==> src/rtl/serial_tx_if.sv <==
// serial_tx_if: host-side byte write/flow-control bundle plus serial line for serial_tx
interface serial_tx_if;
  logic       block;
  logic [7:0] data;
  logic       new_data;
  logic       tx;
  logic       busy;
  modport master (output block, data, new_data, input tx, busy);
  modport slave  (input block, data, new_data, output tx, busy);
endinterface

==> src/rtl/serial_tx.sv <==
// serial_tx: 8N1 UART transmitter with one-byte holding register; define SERIAL_TX_PARITY_EN for 8E1/8E2
module serial_tx #(
  parameter int CLK_PER_BIT = 50,
  parameter int CTR_SIZE    = 6,
  parameter int STOP_BITS   = 1
) (
  input logic         clk,
  input logic         rst,
  serial_tx_if.slave  s
);
  typedef enum logic [2:0] {
    IDLE, START_BIT, DATA_BITS, STOP_BIT
`ifdef SERIAL_TX_PARITY_EN
    , PARITY
`endif
  } state_t;
  state_t              state;
  logic [CTR_SIZE-1:0] ctr;
  logic [2:0]          bit_ctr;
  logic [7:0]          shift;
  logic [7:0]          hold;
  logic                tx_r;
  logic                busy_r;
  logic                ctr_end;
  logic                last_stop;
  logic                launch;
`ifdef SERIAL_TX_PARITY_EN
  logic                par;
`endif
  assign s.tx   = tx_r;
  assign s.busy = busy_r;
  // launch points: idle, or the final cycle of the last stop bit
  always_comb begin
    ctr_end   = ctr == CTR_SIZE'(CLK_PER_BIT - 1);
    last_stop = bit_ctr == 3'(STOP_BITS - 1);
    launch    = busy_r && !s.block && (state == IDLE || (state == STOP_BIT && ctr_end && last_stop));
  end
  // frame sequencer, holding register and registered line output
  always_ff @(posedge clk) begin
    if (rst) begin
      state   <= IDLE;
      ctr     <= '0;
      bit_ctr <= '0;
      shift   <= '0;
      hold    <= '0;
      tx_r    <= 1'b1;
      busy_r  <= 1'b0;
`ifdef SERIAL_TX_PARITY_EN
      par     <= 1'b0;
`endif
    end else begin
      if (s.new_data && !busy_r) begin
        hold   <= s.data;
        busy_r <= 1'b1;
      end
      ctr <= (state == IDLE || ctr_end) ? '0 : ctr + 1'b1;
      case (state)
        IDLE: tx_r <= 1'b1;
        START_BIT: if (ctr_end) begin
          state <= DATA_BITS;
          tx_r  <= shift[0];
          shift <= shift >> 1;
        end
        DATA_BITS: if (ctr_end) begin
          if (bit_ctr == 3'd7) begin
            bit_ctr <= '0;
`ifdef SERIAL_TX_PARITY_EN
            state   <= PARITY;
            tx_r    <= par;
`else
            state   <= STOP_BIT;
            tx_r    <= 1'b1;
`endif
          end else begin
            bit_ctr <= bit_ctr + 1'b1;
            tx_r    <= shift[0];
            shift   <= shift >> 1;
          end
        end
`ifdef SERIAL_TX_PARITY_EN
        PARITY: if (ctr_end) begin
          state <= STOP_BIT;
          tx_r  <= 1'b1;
        end
`endif
        STOP_BIT: begin
          tx_r <= 1'b1;
          if (ctr_end) begin
            bit_ctr <= last_stop ? '0 : bit_ctr + 1'b1;
            if (last_stop) state <= IDLE;
          end
        end
        default: begin
          state   <= IDLE;
          tx_r    <= 1'b1;
          ctr     <= '0;
          bit_ctr <= '0;
        end
      endcase
      if (launch) begin
        state   <= START_BIT;
        shift   <= hold;
        hold    <= '0;
        busy_r  <= 1'b0;
        tx_r    <= 1'b0;
        ctr     <= '0;
        bit_ctr <= '0;
`ifdef SERIAL_TX_PARITY_EN
        par     <= ^hold;
`endif
      end
    end
  end
endmodule

==> src/flat_wrapper.sv <==
// flat-port wrapper written by rule: the top's interface ports become plain ports
module serial_tx_flat 
#(
  parameter int CLK_PER_BIT = 50,
  parameter int CTR_SIZE    = 6,
  parameter int STOP_BITS   = 1
)
  (clk, rst, s_block, s_data, s_new_data, s_tx, s_busy);
  serial_tx_if s_i ();
  input logic clk;
  input logic rst;
  input wire logic [$bits(s_i.block)-1:0] s_block;
  input wire logic [$bits(s_i.data)-1:0] s_data;
  input wire logic [$bits(s_i.new_data)-1:0] s_new_data;
  output wire logic [$bits(s_i.tx)-1:0] s_tx;
  output wire logic [$bits(s_i.busy)-1:0] s_busy;
  assign s_i.block = s_block;
  assign s_i.data = s_data;
  assign s_i.new_data = s_new_data;
  assign s_tx = s_i.tx;
  assign s_busy = s_i.busy;
  serial_tx #(.CLK_PER_BIT(CLK_PER_BIT), .CTR_SIZE(CTR_SIZE), .STOP_BITS(STOP_BITS)) u_core (.clk(clk), .rst(rst), .s(s_i));
endmodule
==> config.mk <==
export PLATFORM = sky130hd
export DESIGN_NAME = serial_tx_flat
export DESIGN_NICKNAME = d
export VERILOG_FILES = /design/src/rtl/serial_tx_if.sv /design/src/rtl/serial_tx.sv /design/src/flat_wrapper.sv
export SDC_FILE = /design/constraint.sdc
export NUM_CORES = 1
export LEC_CHECK = 0
export CORE_ASPECT_RATIO = 0.8
export CORE_MARGIN = 2
export CORE_UTILIZATION = 25
export DETAILED_ROUTE_END_ITERATION = 8
export GPL_ROUTABILITY_DRIVEN = 0
export GPL_TIMING_DRIVEN = 0
export PLACE_DENSITY = 0.53
export SYNTH_ARGS = -nofsm -noshare
export SYNTH_HDL_FRONTEND = slang
export SYNTH_SLANG_ARGS = --single-unit
==> constraint.sdc <==
create_clock -name clk -period 1.95 [get_ports clk]
set_input_delay 0.2925 -clock clk [delete_from_list [all_inputs] [get_ports clk]]
set_output_delay 0.2925 -clock clk [all_outputs]
set_load 0.1 [all_outputs]
==> impl_metrics.csv, run 1 <==
group,metric,value,unit
clock_network,clkSinkCount,29,
global_route,grt-ovfl-total,0,
worst_setup_path,cp_max_fo,7,
floorplan,dieArea,6460,sq um
detailed_routing,num_vias,1161,
clock_network,cts_tree,"built",
final_layout,layout_commonest_cell,"nor2_1",
final_layout,syn2layout_area_growth,29.1,%
placed_design,placedCellCount,256,
yosys,yosysTopAreaCell,"dfxtp_1",
global_route,antenna_found_initial,0,
clock_network,cts_buffer_depth,2,
yosys,synth_cell_types,36,
clock_network,cts.clk_slew.worst_paths,60,ps
global_route,track_usage,10.9,%
global_route,grt_max_degree,11,
min_path,min_path_type,"reg2reg",
detailed_routing,drcViolationCount,0,
clock_network,cts_root_buffer,"clkbuf_8",
clock_network,htreeDepth,2,
placed_design,dp_slack,-247,ps
final_layout,antenna_cells,0,
sta,fin_hold_ws,436,ps
final_layout,drive_gt1_share,17.9,%
run_status,status,"complete, no violations",
detailed_routing,routed_wl,3.14,mm
sta,min_period,1870,ps
floorplan,die_h,72.3,um
power_and_ir_drop,p_per_area,690,nW/um^2
detailed_routing,postRouteAntennaNets,0,
power_and_ir_drop,finalPower,1.30,mW
yosys,synthesis.nets,188,
yosys,synthCells,165,
power_and_ir_drop,ir_drop,275,uV
detailed_routing,vias_per_cell,4.33,
yosys,synth_top_cell_area_share,39.9,%
worst_setup_path,worstSetupEndpointType,"register",
yosys,syn_area_per_cell,8.83,sq um
detailed_routing,first_pass_iters,4,
worst_setup_path,crit_type,"reg2reg",
yosys,yosysSeqAreaShare,39.9,%
sta,fmax,536,MHz
detailed_routing,avgRoutedWirePerCell,11.7,um
floorplan,initial_core_util,26.4,%
sta,setup_viol,0,
sta,finalHoldViolCount,0,
yosys,ys_ff_latch,29,
sta,fin_ws,85.0,ps
yosys,mappedNetlistArea,1460,sq um
floorplan,core-area,5530,sq um
run,drv_cap,0,
sta,skew,4.43,ps
floorplan,die_w,89.3,um
clock_network,cts_made_buffers,5,
placed_design,io_buffers,13,
final_layout,instances_no_fill,268,
sta,period_share,95.6,%
sta,worstMarginPinSlew,960,ps
power_and_ir_drop,power.leakage,0.703,nW
sta,max_slew_margin,36.3,%
final_layout,final_cell_mix,"nor2_1, dfxtp_1, nand2_1",
floorplan,num_rows,24,
detailed_routing,drt_iter0_markers,76,
sta,drv_slew,0,
floorplan,pin_count,14,
placed_design,hpwl,2.15,mm
clock_network,cts_hold_buf,0,
global_route,grt_pass1_vias,1149,
worst_setup_path,critical_path_arrival,2040,ps
global_route,grt_pass1_wl,5.38,mm
worst_setup_path,start_kind,"register",
clock_network,clk_latency,280,ps
final_layout,final_nets,212,
yosys,yosys_warnings,0,
worst_setup_path,required,2120,ps
yosys,synthTopCellsByArea,"dfxtp_1, ha_1, mux2i_1",
-- registers in the layout, indices dropped and copies added, names as in the netlist --
| name | cells |
|---|---|
| u_core.ctr | 6 |
| u_core.hold | 8 |
| u_core.bit_ctr | 3 |
| u_core.s.busy | 1 |
| u_core.shift | 8 |
| u_core.state | 2 |
| u_core.s.tx | 1 |
-- logic make-up (layout without fill, tap and decap cells) --
group	after synthesis	after routing	synth area share [%]
AOI/OAI and AO/OA	26	26	13.6
muxes	12	12	8.25
buffers and inverters	12	37	4.04
and+or+nand+nor	71	71	22.4
DFF	29	29	39.9
xor gates and xnor gates	4	4	2.41
adders and majority gates	11	11	9.45
-- final timing paths --
kind         depth (start not counted)                        to  slack [ps]                          from
max reg2reg                          6  u_core.s.tx$_SDFFE_PP1P_          80  u_core.state[0]$_SDFFE_PP0P_
max                                  6  u_core.s.tx$_SDFFE_PP1P_          80  u_core.state[0]$_SDFFE_PP0P_
min                                  1  u_core.ctr[0]$_SDFF_PP0_         440      u_core.ctr[0]$_SDFF_PP0_
min reg2reg                          1  u_core.ctr[0]$_SDFF_PP0_         440      u_core.ctr[0]$_SDFF_PP0_
-- metrics by stage --
| stage | cell area (sq um) | setup TNS, ps | utilization [%] |
|---|---|---|---|
| finish | 1880 | 0 | 34.0 |
| global placement | 1690 | -2820 | 30.5 |
| CTS | 1800 | 0 | 32.7 |
| global route | 1880 | -18.2 | 34.0 |
| floorplan | 1460 | 0 | - |
| detailed placement | 1690 | -3050 | 30.5 |
-- area by class of cell --
cell class / count / area, sq um
fillers: 593 / 3640
plain buffers: 6 / 48.8
flip-flops and latches: 29 / 593
inverters: 5 / 18.8
clock buffers: 6 / 72.6
multi-input cells: 124 / 880
well taps: 78 / 97.6
repair buffers: 18 / 160
clock inverters: 2 / 10.0
-- critical path, cell delays in order (launching register included) --
cell	delay (ps)
dfxtp_4	380
ha_4	170
nand3b_1	100
or3b_4	440
o21a_1	230
buf_6	140
a221o_1	280
-- synthesized netlist by cell type --
cell      number
inv_1          5
nand4b_1       1
a32oi_1        1
buf_1          1
nor2b_1        5
mux2i_1       12
clkbuf_1       2
a311oi_1       7
xor2_1         2
buf_2          2
or2b_1         1
buf_6          1
o31ai_1        1
a21boi_0       1
a221o_1        1
o21bai_1       1
nor3_1         1
nand3b_1       2
o21ai_2        1
ha_1          11
a21oi_1        6
a22oi_4        1
o21ai_0        4
nand3_1        2
nor2_1        32
dfxtp_1       29
nand2b_1       3
or3_1          2
o21a_1         1
a211oi_1       1
nand2_1       19
or3b_4         1
or2_2          1
nand2b_2       1
buf_4          1
xnor2_1        2
-- timing repair --
item                                    CTS  global route
cloned                                    0             2
resized for setup                        10            19
setup buffers                             2             1
hold endpoints to repair                  0             0
endpoints found under the setup margin   21            20
pin swaps                                 1            11
-- layer usage --
| metal | global-route usage, % | wire length [um] |
|---|---|---|
| met1 | 15.3 | 1650 |
| met3 | 2.50 | 101 |
| met2 | 14.7 | 1320 |
| met5 | 0 | 0 |
| met4 | 6.97 | 68 |
-- power breakdown --
part           switching [mW]  internal, mW  total [mW]
clock network           0.236         0.247       0.483
registers              0.0162         0.618       0.634
logic                  0.0955        0.0843       0.180
(Power assumes the default switching activity.)
==> run 2, diff against run 1 <==
--- a/config.mk
+++ b/config.mk
@@ -12,6 +12,7 @@
 export GPL_ROUTABILITY_DRIVEN = 0
 export GPL_TIMING_DRIVEN = 0
 export PLACE_DENSITY = 0.53
+export SLEW_MARGIN = 15
 export SYNTH_ARGS = -nofsm -noshare
 export SYNTH_HDL_FRONTEND = slang
 export SYNTH_SLANG_ARGS = --single-unit
==> results of run 2 <==
Final layout, timing and power as in run 1 (identical DEF).
